<file path="src/rtl/uart_led_pkg.sv">
// Shared op codes, parser states and reset values for the UART LED command path.
package uart_led_pkg;

    typedef enum logic [1:0] {
        OP_SET  = 2'b00,
        OP_FADE = 2'b01,
        OP_RATE = 2'b10,
        OP_BAD  = 2'b11
    } op_e;

    typedef enum logic [2:0] {
        ST_IDLE,
        ST_GET_CMD,
        ST_GET_ARG,
        ST_GET_SUM,
        ST_EXEC
    } state_e;

    localparam logic [7:0] SYNC_DEFAULT = 8'hA5;
    localparam logic [7:0] RESET_DUTY   = 8'h40;
    localparam logic [7:0] RESET_STEP   = 8'd1;

endpackage

</file>
<file path="src/rtl/led_fade_ch.sv">
// One LED channel: current/target brightness with a saturating linear fade.
module led_fade_ch
    import uart_led_pkg::*;
(
    input  logic       clk,
    input  logic       rst_n,
    input  logic       tick,
    input  logic [7:0] step,
    input  logic       set_en,
    input  logic       fade_en,
    input  logic [7:0] arg,
    output logic [7:0] current,
    output logic       busy
);

    logic [7:0] target;
    logic [7:0] stepped;
    logic [8:0] up;
    logic [8:0] dn;

    assign busy = (current != target);
    assign up   = {1'b0, current} + {1'b0, step};
    assign dn   = {1'b0, current} - {1'b0, step};

    // 9-bit arithmetic so a large step clamps at target instead of wrapping
    always_comb begin
        stepped = target;
        if (current < target) begin
            if (up < {1'b0, target}) stepped = up[7:0];
        end else begin
            if (!dn[8] && dn[7:0] > target) stepped = dn[7:0];
        end
    end

    always_ff @(posedge clk or negedge rst_n) begin
        if (!rst_n) begin
            current <= RESET_DUTY;
            target  <= RESET_DUTY;
        end else if (set_en) begin
            current <= arg;
            target  <= arg;
        end else if (fade_en) begin
            target  <= arg;
        end else if (tick && busy) begin
            current <= stepped;
        end
    end

endmodule

</file>
<file path="src/rtl/uart_led_cmd_ctrl.sv">
// Frame parser, fade tick divider and byte timeout feeding NUM_CH fade channels.
module uart_led_cmd_ctrl
    import uart_led_pkg::*;
#(
    parameter int         NUM_CH      = 3,
    parameter int         CLK_FREQ    = 12_000_000,
    parameter int         STEP_HZ     = 1000,
    parameter int         TIMEOUT_CYC = 12000,
    parameter logic [7:0] SYNC_BYTE   = SYNC_DEFAULT
) (
    input  logic                CLK,
    input  logic                RST_N,
    input  logic [7:0]          rx_data,
    input  logic                rx_valid,
    output logic [NUM_CH*8-1:0] duty,
    output logic                busy,
    output logic                ack,
    output logic                frame_err
);

    localparam int TICK_DIV = CLK_FREQ / STEP_HZ;
    localparam int TW = $clog2(TICK_DIV + 1);
    localparam int OW = $clog2(TIMEOUT_CYC + 1);
    localparam logic [2:0] NCH = 3'(NUM_CH);

    state_e state, state_nxt;
    logic [7:0] cmd_q, arg_q, step;
    logic [TW-1:0] tick_cnt;
    logic [OW-1:0] tout_cnt;
    logic tick, tout, bad, err_nxt, exec, in_frame;
    logic [NUM_CH-1:0] busy_ch;
    op_e op;
    logic [1:0] ch;

    assign op       = op_e'(cmd_q[7:6]);
    assign ch       = cmd_q[1:0];
    assign tick     = (tick_cnt == TW'(TICK_DIV - 1));
    assign tout     = (tout_cnt == OW'(TIMEOUT_CYC - 1));
    assign exec     = (state == ST_EXEC);
    assign in_frame = state inside {ST_GET_CMD, ST_GET_ARG, ST_GET_SUM};
    assign bad      = (rx_data != (cmd_q ^ arg_q)) || (op == OP_BAD)
                    || ({1'b0, ch} >= NCH);

    always_comb begin
        state_nxt = state;
        err_nxt   = 1'b0;
        unique case (state)
            ST_IDLE: begin
                if (rx_valid && rx_data == SYNC_BYTE) state_nxt = ST_GET_CMD;
            end
            ST_GET_CMD, ST_GET_ARG: begin
                if (rx_valid) begin
                    state_nxt = (state == ST_GET_CMD) ? ST_GET_ARG : ST_GET_SUM;
                end else if (tout) begin
                    state_nxt = ST_IDLE;
                    err_nxt   = 1'b1;
                end
            end
            ST_GET_SUM: begin
                if (rx_valid) begin
                    state_nxt = bad ? ST_IDLE : ST_EXEC;
                    err_nxt   = bad;
                end else if (tout) begin
                    state_nxt = ST_IDLE;
                    err_nxt   = 1'b1;
                end
            end
            ST_EXEC: state_nxt = ST_IDLE;
            default: state_nxt = ST_IDLE;
        endcase
    end

    always_ff @(posedge CLK or negedge RST_N) begin
        if (!RST_N) state <= ST_IDLE;
        else        state <= state_nxt;
    end

    always_ff @(posedge CLK or negedge RST_N) begin
        if (!RST_N) begin
            cmd_q     <= '0;
            arg_q     <= '0;
            step      <= RESET_STEP;
            ack       <= 1'b0;
            frame_err <= 1'b0;
            tick_cnt  <= '0;
            tout_cnt  <= '0;
        end else begin
            ack       <= exec;
            frame_err <= err_nxt;
            tick_cnt  <= tick ? '0 : tick_cnt + 1'b1;
            tout_cnt  <= (in_frame && !rx_valid) ? tout_cnt + 1'b1 : '0;
            if (rx_valid && state == ST_GET_CMD) cmd_q <= rx_data;
            if (rx_valid && state == ST_GET_ARG) arg_q <= rx_data;
            // RATE lands at the EXEC edge, so any tick in that cycle uses the old step
            if (exec && op == OP_RATE) step <= (arg_q == 8'd0) ? 8'd1 : arg_q;
        end
    end

    for (genvar i = 0; i < NUM_CH; i++) begin : g_ch
        logic sel;
        assign sel = exec && (ch == 2'(i));
        led_fade_ch u_ch (
            .clk     (CLK),
            .rst_n   (RST_N),
            .tick    (tick),
            .step    (step),
            .set_en  (sel && op == OP_SET),
            .fade_en (sel && op == OP_FADE),
            .arg     (arg_q),
            .current (duty[i*8 +: 8]),
            .busy    (busy_ch[i])
        );
    end

    assign busy = |busy_ch;

endmodule

</file>
<file path="config.mk">
export PLATFORM = sky130hd
export DESIGN_NAME = uart_led_cmd_ctrl
export DESIGN_NICKNAME = d
export VERILOG_FILES = /design/src/rtl/uart_led_pkg.sv /design/src/rtl/led_fade_ch.sv /design/src/rtl/uart_led_cmd_ctrl.sv
export SDC_FILE = /design/constraint.sdc
export NUM_CORES = 1
export LEC_CHECK = 0
export ABC_AREA = 0
export CAP_MARGIN = 10
export CELL_PAD_IN_SITES_DETAIL_PLACEMENT = 0
export CELL_PAD_IN_SITES_GLOBAL_PLACEMENT = 1
export CORE_ASPECT_RATIO = 0.7
export CORE_MARGIN = 4
export CORE_UTILIZATION = 30
export DETAILED_ROUTE_END_ITERATION = 8
export GPL_TIMING_DRIVEN = 0
export PLACE_DENSITY = 0.54
export SYNTH_ARGS = -nofsm -noshare
export SYNTH_HDL_FRONTEND = slang
export SYNTH_SLANG_ARGS = --single-unit
</file>
<file path="constraint.sdc">
create_clock -name CLK -period 4.5 [get_ports CLK]
set_input_delay 1.125 -clock CLK [delete_from_list [all_inputs] [get_ports CLK]]
set_output_delay 1.125 -clock CLK [all_outputs]
set_load 0.03 [all_outputs]
</file>
# Word-level counts from Yosys, hierarchy flattened
# Cells that the tools add are included.
[classes] add_sub_neg=8 magnitude_cmp=10 eq_ne=20 muxes=38 bitwise_logic=1 n_reduce_logical=42
[op_table] cell="2-to-1 mux 8 bit" n=25
[op_table] cell="!= test 8 bit" n=4
[op_table] cell="adder 14 x 1 -> 14 bit, second input constant" n=2
[op_table] cell="== test 14 bit, second input constant" n=2
[op_table] cell="2-to-1 mux 14 bit" n=2
[op_table] cell="adder 8 x 8 -> 9 bit" n=3
[op_table] cell="less-than comparator 9 x 8 -> 1 bit" n=3
[op_table] cell="subtractor 8 x 8 -> 9 bit" n=3
[op_table] cell="> comparator 8 bit" n=3
[op_table] cell="less-than comparator 8 bit" n=3
[op_table] cell="logical AND 1 bit" n=20
[op_table] cell="2-to-1 mux 3 bit" n=5
[op_table] cell="nonzero test 2 bit" n=6
[op_table] cell="one-hot mux 3 bit (3 select lines)" n=1
[op_table] cell="== test 8 bit, second input constant" n=1
[op_table] cell="logical NOT 8 bit" n=1
[op_table] cell="XOR 8 bit" n=1
[op_table] cell="== test 2 bit, second input constant" n=3
[op_table] cell="== test 3 x 2 -> 1 bit, second input constant" n=2
[op_table] cell="!= test 2 x 1 -> 1 bit, second input constant" n=3
[op_table] cell="AND reduction 2 bit" n=3
[op_table] cell="== test 2 x 1 -> 1 bit, second input constant" n=2
[op_table] cell="logical NOT 1 bit" n=4
[op_table] cell="logical NOT 2 bit" n=2
[op_table] cell="11 further kinds" n=15
[totals] register_bits=105 input_bits=11 out_inout_bits=27 elab_cells=133

# Logic depth before layout (Yosys ltp)
# Gate-level depths: netlist of run 1.
[depth] depth_word=8 ltp_mapped=18 depth_no_buf=17

# Modules after synthesis
# From an unflattened synthesis of run 1, not the netlist that was laid out.
[hier_totals] hier_cells=964 area_unflattened_um2=9226.3
[by_module_without_submodules] module="led_fade_ch (g_ch[0].u_ch ...)" n_inst=2 cells_per_inst=241 area_per_inst_um2=2169.6 seq_area_each_um2=402.9
[by_module_without_submodules] module="uart_led_cmd_ctrl" n_inst=1 cells_per_inst=249 area_per_inst_um2=2740.1 seq_area_each_um2=1427.6
[by_module_without_submodules] module="led_fade_ch (g_ch[1].u_ch)" n_inst=1 cells_per_inst=233 area_per_inst_um2=2147.1 seq_area_each_um2=402.9

# Worst setup path after synthesis of run 1
# Ideal clock, no wire load.
[synth_timing] kind="flip-flop to flip-flop" start="register step[1]" end="register g_ch[2].u_ch.current[0]" setup_time_ns=0.070 t_arrival_ns=3.765 required_ns=4.430 path_slack_ns=0.665 path_stages_with_launch=17 path_buffers=1 synth_period_minus_slack_ns=3.835 cell_sequence="dfrtp_1 > inv_1 > ha_1 > nor2b_1 > o21a_1 > a311oi_1 > a21oi_1 > xor2_1 > ha_1 > o21a_1 > a21oi_1 > a221o_1 > or4_1 > buf_2 > o21a_4 > or3_1 > nand3_1"
[synth_between] elab_chain_cells=8 elab_cells_between_ends=12 cone_classes="add/sub (2); order compare (2); mux (6); reduce/logical (2)"
[synth_rtl] item="start: declaration" line_no="uart_led_cmd_ctrl.sv:27" source="logic [7:0] cmd_q, arg_q, step;"
[synth_rtl] item="start signal: assignment" line_no="uart_led_cmd_ctrl.sv:95" source="if (exec && op == OP_RATE) step <= (arg_q == 8'd0) ? 8'd1 : arg_q;"
[synth_rtl] item="subtractor 8 x 8 -> 9 bit" line_no="led_fade_ch.sv:23" source="assign dn = {1'b0, current} - {1'b0, step};"
[synth_rtl] item="> comparator 8 bit / logical NOT 1 bit (equally long branches)" line_no="led_fade_ch.sv:31" source="if (!dn[8] && dn[7:0] > target) stepped = dn[7:0];"
[synth_rtl] item="logical AND 1 bit" line_no="led_fade_ch.sv:31"
[synth_rtl] item="2-to-1 mux 8 bit" line_no="led_fade_ch.sv:31"
[synth_rtl] item="2-to-1 mux 8 bit (*)" line_no="led_fade_ch.sv:28" source="if (current < target) begin"
[synth_rtl] item="2-to-1 mux 8 bit (*)" line_no="led_fade_ch.sv:44" source="end else if (tick && busy) begin"
[synth_rtl] item="2-to-1 mux 8 bit (*)" line_no="led_fade_ch.sv:42" source="end else if (fade_en) begin"
[synth_rtl] item="2-to-1 mux 8 bit (*)" line_no="led_fade_ch.sv:39" source="end else if (set_en) begin"
[synth_rtl] item="end signal: assignment" line_no="led_fade_ch.sv:40" source="current <= arg;"
[synth_rtl] item="end signal: assignment" line_no="led_fade_ch.sv:45" source="current <= stepped;"
[synth_rtl] item="end: declaration" line_no="led_fade_ch.sv:12" source="output logic [7:0] current,"
# Mark *: on every way between the ends. The rest lies on a longest branch, timed or not. The select of a mux whose other input is x is not followed.
# A chain may end at the register's enable or synchronous reset.

# Worst setup path after layout of run 1
[layout_timing] start="register step[0]" end="register g_ch[2].u_ch.current[3]"
# The elaborated chain is that of the path after synthesis.

==> results of run 1 <==
## timing repair
| item | 4_1_cts | 5_1_grt |
|---|---|---|
| pin swaps | 0 | 1 |
| gates resized for setup | 1 | 11 |
| hold buffers | 0 | 0 |
| setup endpoints to repair | 7 | 19 |
| buffers inserted | 0 | 8 |
## area by class of cell
cell class / instances / area (um^2) / area share, %
Inverter: 60 / 229.0 / 2.311
Clock buffer: 9 / 225.2 / 2.273
Sequential cell: 105 / 2639 / 26.64
Buffer: 35 / 143.9 / 1.452
Multi-Input combinational cell: 761 / 5649 / 57.02
Tap cell: 371 / 464.2 / 4.686
Clock inverter: 7 / 92.59 / 0.9346
Timing Repair Buffer: 47 / 464.2 / 4.686
## worst max-delay path: stages, from the launching register on
cell,delay (ps)
dfstp_2,670
ha_1,220
inv_1,60
fa_1,420
a211oi_1,250
nor2_1,110
o21a_1,180
nor2_1,120
xnor2_1,120
ha_1,320
o21a_1,130
a21oi_1,70
a221o_1,300
or4_1,380
buf_2,190
o21a_4,170
a221oi_1,420
a21oi_1,70
## power breakdown
part	switching (mW)	internal, mW	total (mW)
Clock	0.407	0.444	0.851
Combinational	0.387	0.215	0.602
Sequential	0.0627	1.03	1.09
## synthesized netlist by cell type, drive strengths merged, types with 7 or more instances
library cell	count
o21ai	70
xnor2	39
mux2	30
o211ai	9
o31ai	7
inv	60
or3	10
clkbuf	28
nor2b	23
dfstp	7
and3	8
or2	7
o21a	15
nand2	60
o22ai	8
xor2	29
nor2	83
nand4	18
buf	8
a21oi	59
nand2b	12
a211oi	16
dfrtp	98
nor3	19
nand3	28
ha	119
## layout by cell type, fill, tap and decap left out, drive strengths merged, types with 7 or more instances in the layout
| master | instances |
|---|---|
| ha | 119 |
| dfrtp | 98 |
| nor2 | 83 |
| o21ai | 70 |
| nand2 | 60 |
| inv | 60 |
| a21oi | 59 |
| xnor2 | 39 |
| clkdlybuf4s50 | 36 |
| clkbuf | 36 |
| mux2 | 30 |
| xor2 | 29 |
| nand3 | 28 |
| nor2b | 23 |
| nor3 | 19 |
| buf | 19 |
| nand4 | 18 |
| a211oi | 16 |
| o21a | 15 |
| nand2b | 12 |
| or3 | 10 |
| o211ai | 9 |
| o22ai | 8 |
| and3 | 8 |
| or2 | 7 |
| o31ai | 7 |
| dfstp | 7 |
## flip-flops by register name, summed over array words and instances (netlist names)
signal             flops
g_ch.u_ch.current     24
g_ch.u_ch.target      24
tick_cnt              14
tout_cnt              14
arg_q                  8
cmd_q                  8
step                   8
state                  3
ack                    1
frame_err              1
## path summary, 6_finish.rpt
path | from | end | slack [ps] | depth (start not counted)
max | step[0]$_DFFE_PN1P_ | g_ch[2].u_ch.current[3]$_DFFE_PN0P_ | 150 | 17
min | tick_cnt[0]$_DFF_PN0_ | tick_cnt[0]$_DFF_PN0_ | 500 | 1
max reg2reg | step[0]$_DFFE_PN1P_ | g_ch[2].u_ch.current[3]$_DFFE_PN0P_ | 150 | 17
min reg2reg | tick_cnt[0]$_DFF_PN0_ | tick_cnt[0]$_DFF_PN0_ | 500 | 1
max in group asynchronous | RST_N | g_ch[0].u_ch.current[6]$_DFFE_PN1P_ | 3070 | 2
min in group asynchronous | RST_N | g_ch[1].u_ch.current[5]$_DFFE_PN0P_ | 700 | 1
## routing by layer
layer / up-vias / track usage [%] / wire length, um
met5: - / 0 / 0
met4: 0 / 2.851 / 248
met3: 17 / 3.290 / 1183
met2: 132 / 24.02 / 10620
met1: 3480 / 28.09 / 15020
li1: 3585 / - / -
## through the flow
| stage | hold slack, ps | area [um^2] | power, mW |
|---|---|---|---|
| 2_1_floorplan | 455.2 | 8618 | 1.480 |
| 3_3_place_gp | 487.5 | 9453 | 1.715 |
| 3_5_place_dp | 489.5 | 9487 | 1.718 |
| 4_1_cts | 502.2 | 9806 | 2.587 |
| 5_1_grt | 524.7 | 9907 | 2.694 |
| 6_report | 495.3 | 9907 | 2.543 |
## kinds of logic after synthesis
| kind of cell | synth area share, % |
|---|---|
| fa+ha+maj | 18.67 |
| mux | 4.617 |
| xor+xnor | 6.911 |
| buf+inv | 4.326 |
| compound gates | 17.15 |
| flops | 30.59 |
| simple gates | 17.74 |
==> results.cfg, run 1 <==
[outcome]
status = completed

[routing]
viasPerCell = 5.171
final_antenna_net_count = 0
firstDrtPassIters = 5
vias = 7214
routed_wl_um = 27070
wl_per_cell_um = 19.41
drc = 0
drt_iter0_drc = 532

[critical_path]
crit_type = flop to flop
required_ps = 4710
critPathCaptureType = flop
cp.arrival_ps = 4560
crit_fanout = 8
worstSetupStartpointType = flop

[timing]
min_period_ps = 4350
fmax_ghz = 0.2299
setup_violations = 0
tightest_slew_ps = 992.1
skew_ps = 12.06
setup_tns_ps = 0
fin_ws_ps = 150.5
rsz0062_at_grt = no
final-hold-violation-count = 0
final-max-slew-violation-count = 0
relSlewSlack_pct = 33.35
fin_crit_sh_pct = 96.66

[synthesis]
synth_fp_nets = 1098
synth_warnings = 0
synthTopCellsByArea = dfrtp_1, ha_1, xnor2_1, o21ai_0, mux2_2
ys_async_sr_fraction_pct = 100.0
yosysUniqueCellTypes = 67
synth_edf_count = 0
synthesis.area_mm2 = 0.008618
syn_avg_cell_area_um2 = 8.959
synthCells = 962
synth_seq_area_share_pct = 30.59
synth_largest_area_cell = dfrtp_1
synth_flop_cell = dfrtp_1
yosys_register_bits = 105
synth_top_area_share_pct = 28.46

[cells_and_area]
fin_util_pct = 35.29
syn_to_final_growth_pct = 14.95
fillers = 2940
instances_no_fill = 1395
drive_gt1_share_pct = 9.375
antennaDiodeCount = 0
final_nets = 1155

[cts]
cts_tree = done
cts_sinks = 105
cts_buffers = 9
h-tree-depth = 3
cts-root-buf = clkbuf_16
worst_skew_pair.late_latency_ps = 360
path_clk_slew_ps = 80
cts_buffer_depth = 2

[placement]
dpl.hpwl_um = 21350
dp.cells = 1372
post-place-ws_ps = -23.92
io_buffers = 37
gp_congestion = 0.8592

[floorplan]
rows = 51
ios = 38
die_x_um = 210.6
die-area_mm2 = 0.03155
core_mm2 = 0.02808
initial_core_util_pct = 30.70
chipHeight_um = 149.8

[pwr]
cellPowerDensity_mw_per_mm2 = 256.7
ir_drop_mv = 0.2029
p_leak_nw = 4.329

[global_routing]
grt_pass1_vias = 6872
antenna_found_initial = 0
gr-total-overflow = 0
grt_pass1_wl_um = 42230
grt_start_max_net_pins = 59
track_usage_pct = 17.42

[worst_hold_path]
hp-class = flop to flop

[flow_run]
maxCapViolCount = 0
(Power assumes the default switching activity.)
==> run 2: changes to the inputs <==
--- a/config.mk
+++ b/config.mk
@@ -12,6 +12,7 @@
 export CORE_ASPECT_RATIO = 0.7
 export CORE_MARGIN = 4
 export CORE_UTILIZATION = 30
+export CTS_CLUSTER_DIAMETER = 120
 export DETAILED_ROUTE_END_ITERATION = 8
 export GPL_TIMING_DRIVEN = 0
 export PLACE_DENSITY = 0.54
==> results of run 2 <==
No change in the layout: final DEF, timing and power equal those of run 1.
==> RTL change (flow settings as in run 1) <==
Set the parameter `TIMEOUT_CYC` to 3000 (it was 12000).
--- a/src/rtl/uart_led_cmd_ctrl.sv
+++ b/src/rtl/uart_led_cmd_ctrl.sv
@@ -7,3 +7,3 @@
     parameter int         STEP_HZ     = 1000,
-    parameter int         TIMEOUT_CYC = 12000,
+    parameter int         TIMEOUT_CYC = 3000,
     parameter logic [7:0] SYNC_BYTE   = SYNC_DEFAULT
Formal check against the unedited RTL: no difference found for any inputs over 10 cycles, from zero or initial values and one cycle with RST_N low; that may be too few to reach the edited logic, so the function may still have changed.
==> RTL change against run 1 <==
- power about the same
- synthesized area down 1.0%
- critical endpoint is now g_ch[1].u_ch.current[6]
- setup slack better by 0.15 ns
- core utilization down 0.40 points
- design area down 1.8%
- wire length down 3.2%
- largest cell class unchanged
- sequential cell count down 2
==> RTL change: results <==
[outcome]
status = "finished clean"

[logic_synthesis]
seq_area_frac_synth_pct = 30.3
netlist_top_cells_area = "sky130_fd_sc_hd__dfrtp_1 28%, sky130_fd_sc_hd__ha_1 17%, sky130_fd_sc_hd__mux2_2 5.5%"
synthArstFlopShare_pct = 100
synth_warnings = 0
synth_top_cells_by_count = "119 x sky130_fd_sc_hd__ha_1, 96 x sky130_fd_sc_hd__dfrtp_1, 73 x sky130_fd_sc_hd__nor2_1, 50 x sky130_fd_sc_hd__nand2_1, 48 x sky130_fd_sc_hd__xnor2_1"
synthDistinctLibCells = 69
syn-num-nets = 1062

[routing]
post_drt_via_cell_ratio = 5.15
detailed_route_iter0_violations = 500
wirelength_um = 26200
met2_wirelength_um = 9620
number_of_optimization_iterations_in_the_first_detailed_route_pass = 5
wl_met1_um = 15500
wl_met3_um = 995
highest_routing_layer_actually_used = "met4"

[worst_setup_path]
crit_slowest_cell = "sky130_fd_sc_hd__dfrtp_2"
critical_path_arrival_ns = 4.49
crit_family = "compound AO/OA/AOI/OAI gates"
cp_max_fo = 9
cpPeakStageDelay_ns = 0.56

[global_routing]
met1_usage_pct = 29.7
grt_pass1_wl_um = 41300
antenna_violations_before_repair = 1
global_route.usage.met3_pct = 2.54
grt_usage_pct = 17.1
first_global_vias = 6771
grt_max_degree = 84
global_route.usage.met2_pct = 21.7

[sta]
setup_tns_after_final_layout_ns = 0
report.final.setup_viol = 0
timing.max_slew.rel_slack_pct = 35.6
fin_skew_ns = 0.0187

[placement]
placedInstanceArea_um2 = 9380
placer_s_final_routability_congestion_estimate = 0.824
place.detailed.hpwl_um = 20400
count_of_port_buffers_added_during_placement = 36

[clock_tree]
cts-buffers-inserted = 9
cts-root-to-sink-buffers = 2
max_h_tree_level = 3
clock_slew_at_the_register_clock_pins_of_the_worst_setup_and_hold_paths_ns = 0.08
clock_network_latency_to_the_later_pin_of_the_worst_skew_pair_ns = 0.37
clock_tree.root_cell = "sky130_fd_sc_hd__clkbuf_16"

[power]
vdd.ir_drop.worst_uv = 210
static-leakage-power_uw = 0.00430

[layout]
top_regs = "g_ch.u_ch.current (24), g_ch.u_ch.target (24), tick_cnt (14)"
drive_above_1_share_pct = 10.8

[worst_hold_path]
min_path_type = "reg -> reg"
RTL change: where the power goes:
group | switching (uW) | internal [uW]
clock network | 404 | 444
registers | 52.0 | 1010
logic | 402 | 230
total | 859 | 1680
RTL change: repair_timing:
item	4_1_cts	5_1_grt
hold endpoints to repair	0	0
buffers inserted	0	0
gates resized for setup	2	4
endpoints found under the setup margin	3	21
gates cloned	0	0
RTL change: logic make-up after synthesis:
family | synth area share, %
simple gates | 18.3
compound gates | 15.3
fa+ha+maj | 18.9
flops | 30.3
buf+inv | 4.47
xor+xnor | 6.98
mux | 5.78
RTL change: path summary, 6_finish.rpt:
kind | startpoint | end | slack [ns] | depth (start not counted)
hold reg to reg | tout_cnt[0] | tout_cnt[0] | 0.46 | 1
setup / recovery | step[1] | g_ch[1].u_ch.current[6] | 0.30 | 14
hold / removal | tout_cnt[0] | tout_cnt[0] | 0.46 | 1
max in group asynchronous | RST_N | step[0] | 3.16 | 2
setup reg to reg | step[1] | g_ch[1].u_ch.current[6] | 0.30 | 14
min in group asynchronous | RST_N | g_ch[0].u_ch.target[7] | 0.60 | 1
RTL change: per-stage QoR:
step	setup slack, ns	total power, uW	hold WS, ns	std cells
after floorplan	0.877	1470	0.433	926
after global placement	-2.11	1710	0.456	1333
after detailed placement	0.0209	1720	0.455	1334
after CTS	0.0317	2570	0.468	1350
after global routing	0.0343	2680	0.490	1350
final	0.302	2540	0.463	1351
RTL change: final cells by class:
class                      instances  area (um2)
fill                            2887       18200
multi-input combinational        732        5590
sequential                       103        2590
tap                              371         464
timing repair buffer              37         389
clock buffer                       9         225
buffer                            44         205
inverter                          47         180
clock inverter                     7        87.6
antenna                            1        2.50
